**config.mk**
```make
export PLATFORM = sky130hd
export DESIGN_NAME = psum_accum_quant
export DESIGN_NICKNAME = d
export VERILOG_FILES = /design/src/rtl/psum_accum_quant.sv
export SDC_FILE = /design/constraint.sdc
export NUM_CORES = 1
export LEC_CHECK = 0
export ABC_AREA = 1
export BUFFER_PORTS_ARGS = -buffer_cell sky130_fd_sc_hd__buf_2
export CAP_MARGIN = 20
export CORE_MARGIN = 1.5
export CORE_UTILIZATION = 57
export CTS_CLUSTER_DIAMETER = 200
export CTS_CLUSTER_SIZE = 12
export DETAILED_ROUTE_END_ITERATION = 8
export PLACE_DENSITY_LB_ADDON = 0.25
export SYNTH_ARGS = -nofsm -noshare
export SYNTH_HDL_FRONTEND = slang
export SYNTH_SLANG_ARGS = --single-unit
```
**constraint.sdc**
```tcl
create_clock -name clk -period 4.7 [get_ports clk]
set_input_delay 0.705 -clock clk [delete_from_list [all_inputs] [get_ports clk]]
set_output_delay 0.705 -clock clk [all_outputs]
set_load 0.01 [all_outputs]
```
**src/rtl/psum_accum_quant.sv**
```systemverilog
// PE-column output stage: per-position psum accumulation, then bias/ReLU/shift/clamp to uint8.
// Result valid 2 cycles after an in_last beat; no backpressure, one beat per cycle.
module psum_accum_quant #(
  parameter int DEPTH = 16,
  parameter int ACC_W = 24,
  parameter int AW    = 4
) (
  input  logic          clk,
  input  logic          rst,
  input  logic          clear,
  input  logic          in_valid,
  input  logic [19:0]   psum_in,
  input  logic          in_first,
  input  logic          in_last,
  input  logic [15:0]   bias,
  input  logic [3:0]    shift,
  output logic          out_valid,
  output logic [7:0]    out_data,
  output logic [AW-1:0] out_addr,
  output logic          row_done
);

  typedef enum logic {IDLE, RUN} state_t;

  state_t state, state_nxt;
  logic [AW-1:0] ptr;
  logic          wrap;
  logic          beat;

  logic signed [ACC_W-1:0] acc [DEPTH];
  logic signed [19:0]      psum_s;
  logic signed [ACC_W-1:0] ext, cur, sum;
  logic signed [ACC_W:0]   wide;

  logic                    s1_vld;
  logic signed [ACC_W-1:0] s1_sum;
  logic [AW-1:0]           s1_addr;
  logic signed [15:0]      s1_bias;
  logic [3:0]              s1_shift;
  logic signed [ACC_W:0]   q_pre, q;
  logic [7:0]              q8;

  assign wrap   = (ptr == AW'(DEPTH - 1));
  assign beat   = in_valid && !rst && !clear;
  assign psum_s = psum_in;

  always_comb begin
    state_nxt = state;
    case (state)
      IDLE: if (in_valid) state_nxt = RUN;
      RUN:  if (in_valid && in_last && wrap) state_nxt = IDLE;
    endcase
    if (clear) state_nxt = IDLE;
  end

  always_ff @(posedge clk) begin
    if (rst) state <= IDLE;
    else     state <= state_nxt;
  end

  always_ff @(posedge clk) begin
    if (rst || clear) begin
      ptr      <= '0;
      row_done <= 1'b0;
    end else begin
      row_done <= in_valid && wrap;
      if (in_valid) ptr <= wrap ? '0 : ptr + AW'(1);
    end
  end

  // Accumulate with saturation; the wide sum carries one guard bit for overflow detection.
  always_comb begin
    ext  = ACC_W'(psum_s);
    cur  = acc[ptr];
    wide = (ACC_W+1)'(cur) + (ACC_W+1)'(ext);
    if (in_first)
      sum = ext;
    else if (wide[ACC_W] != wide[ACC_W-1])
      sum = wide[ACC_W] ? {1'b1, {(ACC_W-1){1'b0}}} : {1'b0, {(ACC_W-1){1'b1}}};
    else
      sum = wide[ACC_W-1:0];
  end

  always_ff @(posedge clk) begin
    if (beat) acc[ptr] <= sum;
  end

  always_ff @(posedge clk) begin
    if (rst || clear) s1_vld <= 1'b0;
    else              s1_vld <= in_valid && in_last;
  end

  always_ff @(posedge clk) begin
    if (beat && in_last) begin
      s1_sum   <= sum;
      s1_addr  <= ptr;
      s1_bias  <= bias;
      s1_shift <= shift;
    end
  end

  // Floor shift at ACC_W+1 bits, then ReLU and clamp to 0..255.
  always_comb begin
    q_pre = (ACC_W+1)'(s1_sum) + (ACC_W+1)'(s1_bias);
    q     = q_pre >>> s1_shift;
    if (q[ACC_W])
      q8 = 8'd0;
    else if (|q[ACC_W-1:8])
      q8 = 8'd255;
    else
      q8 = q[7:0];
  end

  always_ff @(posedge clk) begin
    if (rst) begin
      out_valid <= 1'b0;
      out_data  <= '0;
      out_addr  <= '0;
    end else if (clear) begin
      out_valid <= 1'b0;
    end else begin
      out_valid <= s1_vld;
      if (s1_vld) begin
        out_data <= q8;
        out_addr <= s1_addr;
      end
    end
  end

endmodule

```
==> qor.csv, run 1 <==
metric,value,unit
maxCapViolations,0,
power_frac_seq,0.516,
synthArstFlopShare,0,
hold_path.class,input port to register,
worstPathArrival,4.68,ns
rsz0062_at_grt,false,
worstMarginPinSlew,0.8525,ns
final-setup-viol-count,0,
yosysWarnings,0,
synth_top_area_frac,0.5942,
avgSynthCellArea,11.03,um^2
sw_frac_of_total,0.2488,
outcome,"complete, no violations",
grt_max_degree,53,
die_h,198.7,um
cts-buffers-inserted,43,
syn2layout_area_growth,13.74,%
grt_remaining_overflow,0,
clock_latency,0.56,ns
ys_ff_latch,455,
synth_nets,2080,
crit_chain,buf_12 -> buf_4 -> a21oi_1 -> o21ai_0 -> o21ai_0 -> o211ai_1 -> nand2_1 -> ha_1 -> a21oi_1 -> o21a_1 -> o21ai_1 -> a21oi_2 -> o21ai_2 -> nand2_1 -> nand3_2 -> xor2_2 -> nor2_4 -> nor2_4 -> buf_12 -> or2_1 -> o21ai_0 -> buf_4,
crit_path_max_incr_delay,0.47,ns
p_per_area,367.5,nW/um^2
p_leak,9.202,nW
place_hpwl,35.57,mm
cts_buffer_depth,3,
cts_tree,built,
finalSetupTns,0,ns
synth_area_leader_cell,edfxtp_1,
p_comb_frac,0.144,
ys_top_cells_by_area,"edfxtp_1 (59%), nand2_1 (5.5%), mux2i_1 (4.4%)",
pwr-share-clk,0.339,
drive_above_1_share,0.1541,
slew_headroom,0.4311,
seq_area_frac_synth,0.6153,
finalHoldWorstSlack,0.3188,ns
synth_cell_types,48,
clockRootBuffer,clkbuf_16,
cts_sinks,455,
slowest_stage,dfxtp_4,
synth_ff_type,edfxtp_1,
hold_violations,0,
dieWidth,198.7,um
grt_pass1_vias,14700,
ir_worst_vdd,0.2273,mV
final_area,24830,um^2
die-area,39490,um^2
start_kind,register,
finalCritPeriodShare,0.9352,
numPortBuffers,59,
p_sw,0.002270,W
antenna_left,0,
path_clk_slew,0.06,ns
crit_top_cell,o21ai_0,
layout.nets,2197,
cp-end-kind,register,
maxSlewViolCount,0,
finalCriticalPeriod,4.396,ns
fin_util,0.6592,
drt_iter0_markers,1658,
synth_edf_count,432,
synth_area,21830,um^2
antenna_found_initial,3,
drc,0,
wl,55.81,mm
viasPerCell,5.892,
gp_congestion,0.9413,
cp_data_required_time,4.98,ns
first_pass_iters,6,
grt_use_total,0.2865,
wl_per_cell,21.24,um
fill_cells,2849,
synth_cells,1980,
grt_pass1_wl,84.15,mm
placed_area,23400,um^2
cts_max_level,2,
p_int,0.006854,W
initial_core_util,0.5796,
worstSetupPathType,register to register,
cp_max_fo,37,
holdBufCountCts,0,
max_freq,0.2275,GHz
boundaryPins,60,
skew,0.02290,ns
num_rows,71,
vias,15480,
core-area,37670,um^2
[final cells by class]
cell class,count,area [um^2],area share
well taps,511,639.4,0.02575
multi-input cells,1219,7455,0.3002
repair buffers,164,1300,0.05235
clock inverters,2,25.02,0.001008
diodes,1,2.502,0.0001008
flip-flops and latches,455,13440,0.5413
clock buffers,61,1165,0.04691
inverters,214,803.3,0.03235
[cell families after synthesis]
family,synth area share
and+or+nand+nor,0.1249
AOI/OAI and AO/OA,0.1178
buffers and inverters,0.05479
xor gates and xnor gates,0.01158
muxes,0.04401
DFF,0.6153
adders and majority gates,0.03163
[flip-flops by register name, summed over array words and instances, names as in the netlist, named ones only]
name       count
s1_sum        24
out_data       8
acc          384
out_valid      1
s1_addr        4
s1_vld         1
ptr            4
s1_shift       4
row_done       1
out_addr       4
s1_bias       16
[stage by stage]
step	power, W	cells	worst slack, ns
2_1_floorplan	0.005564	1980	0.2495
3_3_place_gp	0.005969	2553	0.03624
3_5_place_dp	0.006007	2556	-0.06870
4_1_cts	0.009075	2619	0.04798
5_1_grt	0.009431	2627	0.06447
6_report	0.009124	2627	0.3044
[placed cells by master (no fill, tap or decap), drive strengths merged]
master    n
inv     213
nand3   145
nand2   338
clkbuf   61
ha       52
diode     1
o41ai     1
nor3     20
buf     164
clkinv    3
fa        2
o21bai    2
or2       5
nor4      2
nand3b    3
a31oi     4
edfxtp  432
o21ai   149
xnor2    13
a21o      1
a31o      1
dfxtp    23
o21a      4
mux2i    96
o221ai    2
nor2     78
xor2     15
o211ai  101
o31ai     2
a21oi   171
a221oi    2
nand4    10
[layer usage]
| layer | vias to the layer above | GRT usage | wire, um |
|---|---|---|---|
| met5 | - | 0 | 13 |
| met4 | 2 | 0.1105 | 2023 |
| met3 | 143 | 0.03611 | 4224 |
| met2 | 657 | 0.4820 | 26680 |
| met1 | 7417 | 0.3812 | 22870 |
| li1 | 7260 | - | - |
[worst max-delay path, delay by kind of cell (launching register included)]
family                   cells  cell delay (ns)
adder cells (fa/ha/maj)      1             0.33
buffers and inverters        4             0.86
AO/OA/AOI/OAI               10             1.38
flip-flops                   1             0.47
XOR/XNOR                     1             0.23
AND/OR/NAND/NOR              6             0.82
[synthesized netlist by cell type (2+ instances only)]
cell type / n
a21oi_1: 157
a21oi_2: 13
a221oi_1: 2
a31oi_1: 4
buf_1: 9
buf_2: 14
buf_4: 4
buf_6: 2
clkbuf_1: 63
clkinv_1: 3
dfxtp_1: 23
edfxtp_1: 432
fa_1: 2
ha_1: 52
inv_1: 202
inv_2: 9
mux2i_1: 96
nand2_1: 321
nand2_2: 16
nand3_1: 132
nand3_2: 13
nand3b_1: 2
nand4_1: 8
nand4_2: 2
nor2_1: 61
nor2_2: 11
nor2_4: 6
nor3_1: 20
nor4_1: 2
o211ai_1: 101
o21a_1: 4
o21ai_0: 143
o21ai_1: 4
o21ai_2: 2
o21bai_1: 2
o221ai_1: 2
o31ai_1: 2
or2_1: 2
or2_2: 3
xnor2_1: 13
xor2_1: 14
[final timing paths]
kind                  to  slack (ns)      from  cells after the start
max           acc[2][20]        0.30  register                     22
min          s1_bias[14]        0.32  bias[14]                      1
max reg2reg   acc[2][20]        0.30  register                     22
min reg2reg    out_valid        0.45    s1_vld                      2
[power by group through the flow]
stage	sequential, W	clock, W	combinational [W]
finish	0.00471	0.00310	0.00132
global route	0.00471	0.00328	0.00144
CTS	0.00472	0.00313	0.00123
detailed placement	0.00481	0	0.00120
global placement	0.00481	0	0.00116
floorplan	0.00479	0	0.000773
[repair_timing]
item	CTS	global route
setup endpoints to repair	238	337
pin swaps	0	1
buffers inserted	0	6
gates resized for setup	14	14
No activity file was read; power rests on OpenSTA's default activity.
==> run 2, diff against run 1 <==
--- a/config.mk
+++ b/config.mk
@@ -8,8 +8,10 @@
 export ABC_AREA = 1
 export BUFFER_PORTS_ARGS = -buffer_cell sky130_fd_sc_hd__buf_2
 export CAP_MARGIN = 20
+export CELL_PAD_IN_SITES_DETAIL_PLACEMENT = 0
+export CELL_PAD_IN_SITES_GLOBAL_PLACEMENT = 2
 export CORE_MARGIN = 1.5
-export CORE_UTILIZATION = 57
+export CORE_UTILIZATION = 38
 export CTS_CLUSTER_DIAMETER = 200
 export CTS_CLUSTER_SIZE = 12
 export DETAILED_ROUTE_END_ITERATION = 8
==> run 2 against run 1 <==
  * Non-clock buffer count rose by 7
  * First-iteration DRC count down 38%
  * Register-to-register slack improved by 0.03 ns
==> qor.csv, run 2 (same netlist as run 1, synthesis figures left out) <==
metric,value,unit
grt_remaining_overflow,0,
final_cell_mix,"edfxtp_1 (432), nand2_1 (321), inv_1 (202)",
cp.buffers_inverters,5,
fill_cells,5290,
num_rows,87,
largestRegisters,"acc: 384 flops, s1_sum: 24 flops, s1_bias: 16 flops",
wl_per_cell,21.75,um
dieWidth,242.7,um
grt_use_total,0.2102,
cts-buffers-inserted,43,
clockRootBuffer,clkbuf_16,
worstMarginPinSlew,0.9242,ns
crit_path_max_incr_delay,0.62,ns
top_register,acc,
drive_above_1_share,0.1551,
slew_headroom,0.3824,
cp-end-kind,register,
max_freq,0.2288,GHz
grt_pass1_wl,92.06,mm
layout.nets,2204,
viasPerCell,5.219,
finalWorstSetupSlack,0.3302,ns
die-area,58900,um^2
regArea,13440,um^2
hold_violations,0,
cts_max_level,2,
grt_max_degree,71,
slowest_stage,a21oi_2,
pre_cts_slack,-0.1489,ns
antenna_left,0,
skew,0.02806,ns
cts_sinks,455,
finalCriticalPeriod,4.370,ns
drt_iter0_markers,1036,
wl,62.58,mm
syn2layout_area_growth,14.90,%
path_clk_slew,0.07,ns
grt_pass1_vias,14460,
boundaryPins,60,
ir_worst_vdd,0.2280,mV
gp_congestion,0.8362,
crit_chain,buf_16 -> buf_12 -> mux2i_1 -> o21ai_0 -> o211ai_1 -> nand2_1 -> ha_1 -> inv_1 -> nor4_1 -> nand2_1 -> o21ai_1 -> xor2_1 -> inv_1 -> nor2_4 -> nor2_4 -> buf_12 -> a21oi_2,
place_hpwl,40.22,mm
numPortBuffers,59,
finalCritPeriodShare,0.9297,
antenna_found_initial,2,
clock_latency,0.59,ns
largest_register_ffs,384,
cp_top_family,compound AO/OA/AOI/OAI gates,
first_pass_iters,5,
initial_core_util,0.3857,
hold_path.class,input port to register,
p_leak,9.208,nW
worstPathArrival,4.66,ns
maxSlewViolCount,0,
cts_buffer_depth,3,
multi_input_area,7372,um^2
cp_max_fo,36,
final_cell_count_no_fill,2877,
outcome,"complete, no violations",
drc,0,
vias,15010,
dp.cells,2814,
finalSetupTns,0,ns
final_common_cell,edfxtp_1,
cts_tree,built,
final-setup-viol-count,0,
r2r_slack,0.33,ns
start_kind,register,
diodes,0,
fin_util,0.4432,
maxCapViolations,0,
cp_data_required_time,4.99,ns
core-area,56600,um^2
p_per_area,365.4,nW/um^2
worstSetupPathType,register to register,
die_h,242.7,um
-- run 2: changes by cell type in the layout (fill, tap and decap cells not counted), sizes merged --
cell,delta
buf,+7
clkbuf,-2
clkinv,+1
diode,-1
-- run 2: routing by layer --
layer | vias to the layer above | part of all wire | track usage
li1 | 7282 | - | -
met1 | 7279 | 0.46 | 0.2934
met2 | 357 | 0.46 | 0.3397
met3 | 92 | 0.056 | 0.03505
met4 | 4 | 0.023 | 0.05480
met5 | - | 0.00045 | 0
-- run 2: power by group --
| part | internal (W) | switching (W) | leakage (nW) |
|---|---|---|---|
| combinational | 0.000450 | 0.000844 | 4.57 |
| clock | 0.00168 | 0.00148 | 0.572 |
| sequential | 0.00469 | 0.0000239 | 4.06 |
-- run 2: path summary, 6_finish.rpt --
| check | startpoint | endpoint | cells after the start |
|---|---|---|---|
| worst max register to register | register | acc[1][11] | 17 |
| worst min register to register | s1_vld | out_valid | 2 |
| worst max-delay path | register | acc[1][11] | 17 |
| worst min-delay path | bias[5] | s1_bias[5] | 1 |
-- run 2: final cells by class --
type,instances,area share
clock buffers,59,0.04529
clock inverters,3,0.002195
inverters,214,0.03202
multi-input cells,1219,0.2939
flip-flops and latches,455,0.5358
well taps,756,0.03771
repair buffers,171,0.05307
-- run 2: what timing repair did --
item                       4_1_cts  5_1_grt
gates resized for setup         10        5
hold buffers                     0        0
setup endpoints to repair      170      222
pin swaps                        0        0
gates cloned                     0        0
setup buffers                    0        1
-- run 2: stage by stage --
step	cell area [um^2]	hold WS, ns	total power (W)
finish	25090	0.2889	0.009165
global route	25090	0.2666	0.009511
CTS	25020	0.2575	0.009222
detailed placement	23800	0.4430	0.006065
global placement	23740	0.4331	0.006038
floorplan	21830	0.4167	0.005564
==> run 3, diff against run 2 <==
--- a/config.mk
+++ b/config.mk
@@ -6,7 +6,7 @@
 export NUM_CORES = 1
 export LEC_CHECK = 0
 export ABC_AREA = 1
-export BUFFER_PORTS_ARGS = -buffer_cell sky130_fd_sc_hd__buf_2
+export BUFFER_PORTS_ARGS = -buffer_cell sky130_fd_sc_hd__clkbuf_2
 export CAP_MARGIN = 20
 export CELL_PAD_IN_SITES_DETAIL_PLACEMENT = 0
 export CELL_PAD_IN_SITES_GLOBAL_PLACEMENT = 2
==> run 3 against run 2 <==
  * Critical path type unchanged
  * Largest power group unchanged
  * Maximum frequency is 0.79% lower
  * First-iteration DRC count up 39%
  * Cell area up 0.91%
==> qor.csv, run 3 (same netlist as run 1, synthesis figures left out) <==
metric,value,unit
rr_endpoint,acc[6][3],
r2r_slack,0.30,ns
rsz0062_at_grt,false,
crit_chain,buf_8 -> mux2i_1 -> o211ai_1 -> o211ai_1 -> nand2_1 -> fa_1 -> nand3_1 -> nand2_1 -> a21oi_1 -> inv_1 -> a21oi_1 -> o21ai_1 -> xor2_1 -> inv_1 -> nor2_4 -> nor2_4 -> buf_4 -> a21oi_1 -> buf_4,
wl,62.03,mm
clockRootBuffer,clkbuf_16,
final-setup-viol-count,0,
clock_latency,0.59,ns
holdBufCountCts,0,
hold_path.class,input port to register,
pre_cts_slack,-0.2505,ns
whs_path_depth,1,
grt_max_degree,49,
die_h,242.7,um
top_register,acc,
holdCritStartpoint,bias[14],
hold_violations,0,
largest_register_ffs,384,
boundaryPins,60,
skew,0.02664,ns
hold_path_end,s1_bias[14],
worstMarginPinSlew,0.8383,ns
ir_worst_vdd,0.2438,mV
max_freq,0.2270,GHz
worstRegToRegCells,19,
cts_sinks,455,
slowest_stage,dfxtp_4,
p_leak,9.314,nW
initial_core_util,0.3857,
numPortBuffers,59,
largestRegisters,"acc: 384 flops, s1_sum: 24 flops, s1_bias: 16 flops",
die-area,58900,um^2
place_hpwl,39.98,mm
final_cell_mix,"edfxtp_1 (432), nand2_1 (321), inv_1 (202)",
layout.nets,2224,
finalHoldWorstSlack,0.3125,ns
placed_area,23920,um^2
crit_top_cell,a21oi_1,
maxSlewViolCount,0,
antenna_left,0,
cp_top_family,compound AO/OA/AOI/OAI gates,
dieWidth,242.7,um
cts_tree,built,
final_common_cell,edfxtp_1,
power,0.009266,W
regArea,13440,um^2
crit_path_max_incr_delay,0.64,ns
cp_max_fo,21,
diodes,0,
maxCapViolations,0,
viasPerCell,5.235,
cts_buffer_depth,3,
cp-end-kind,register,
start_kind,register,
path_clk_slew,0.07,ns
antenna_found_initial,0,
worstSetupPathType,register to register,
final_cell_count_no_fill,2904,
slew_headroom,0.4411,
worstPathArrival,4.81,ns
cts-buffers-inserted,43,
final_area,25310,um^2
syn2layout_area_growth,15.95,%
cts_max_level,2,
vias,15200,
grt_pass1_vias,14820,
p_per_area,366.0,nW/um^2
num_rows,87,
drt_iter0_markers,1435,
finalCriticalPeriod,4.405,ns
wl_per_cell,21.36,um
finalWorstSetupSlack,0.2952,ns
drive_above_1_share,0.1629,
drc,0,
cp_data_required_time,5.11,ns
gp_congestion,0.8249,
grt_use_total,0.2105,
multi_input_area,7440,um^2
dp.cells,2832,
fill_cells,5324,
finalCritPeriodShare,0.9372,
grt_pass1_wl,92.95,mm
core-area,56600,um^2
outcome,"complete, no violations",
first_pass_iters,7,
grt_remaining_overflow,0,
cp.buffers_inverters,5,
## run 3: changes by cell type in the layout (fill, tap and decap cells not counted), sizes merged
cell / previous run / this run
clkbuf: 59 / 128
inv: 213 / 212
clkinv: 4 / 3
buf: 171 / 131
## run 3: how the worst max path moves through the flow
stage	from	to	slack [ns]	cells past startpoint
6_report	register	acc[6][3]	0.30	19
2_1_floorplan	register	acc[0][1]	0.25	21
3_5_place_dp	register	acc[11][17]	-0.25	18
5_1_grt	register	acc[9][5]	0.008	18
3_3_place_gp	register	acc[1][2]	-0.27	18
4_1_cts	register	acc[9][19]	-0.22	17
## run 3: timing repair
item                                    in CTS  in global routing
gates resized for setup                     13                 12
endpoints found under the setup margin     255                297
endpoints found under the hold margin        0                  0
buffers inserted                             0                  1
## run 3: area by class of cell
class                           instances  area share
Clock buffer                           68     0.04705
Clock inverter                          1    0.001186
Inverter                              214     0.03173
Multi-Input combinational cell       1219      0.2939
Sequential cell                       455      0.5310
Tap cell                              756     0.03737
Timing Repair Buffer                  191     0.05778
## run 3: metal layers
metal,global-route usage,vias to the layer above,share of wire
met4,0.05901,0,0.024
met1,0.2922,7432,0.46
met5,0,-,0
met3,0.03085,84,0.048
met2,0.3438,354,0.46
li1,-,7331,-
## run 3: worst register-to-register path, stage by stage (launching register included)
cell and delay (ns):
dfxtp_4 0.64, buf_8 0.24, mux2i_1 0.21, o211ai_1 0.10, o211ai_1 0.12, nand2_1 0.18, fa_1 0.46, nand3_1 0.10
nand2_1 0.11, a21oi_1 0.22, inv_1 0.09, a21oi_1 0.29, o21ai_1 0.11, xor2_1 0.18, inv_1 0.11, nor2_4 0.15
nor2_4 0.07, buf_4 0.17, a21oi_1 0.43, buf_4 0.28
## run 3: power breakdown
| part | internal (W) | leakage, nW | switching [W] |
|---|---|---|---|
| clock network | 0.00173 | 0.582 | 0.00147 |
| registers | 0.00469 | 4.06 | 0.0000244 |
| logic | 0.000486 | 4.67 | 0.000866 |
## run 3: through the flow
step	TNS, ns	util
after floorplan	0	-
final	0	0.4472
after detailed placement	-43.88	0.4225
after global routing	0	0.4472
after global placement	-37.91	0.4219
after CTS	-7.139	0.4450
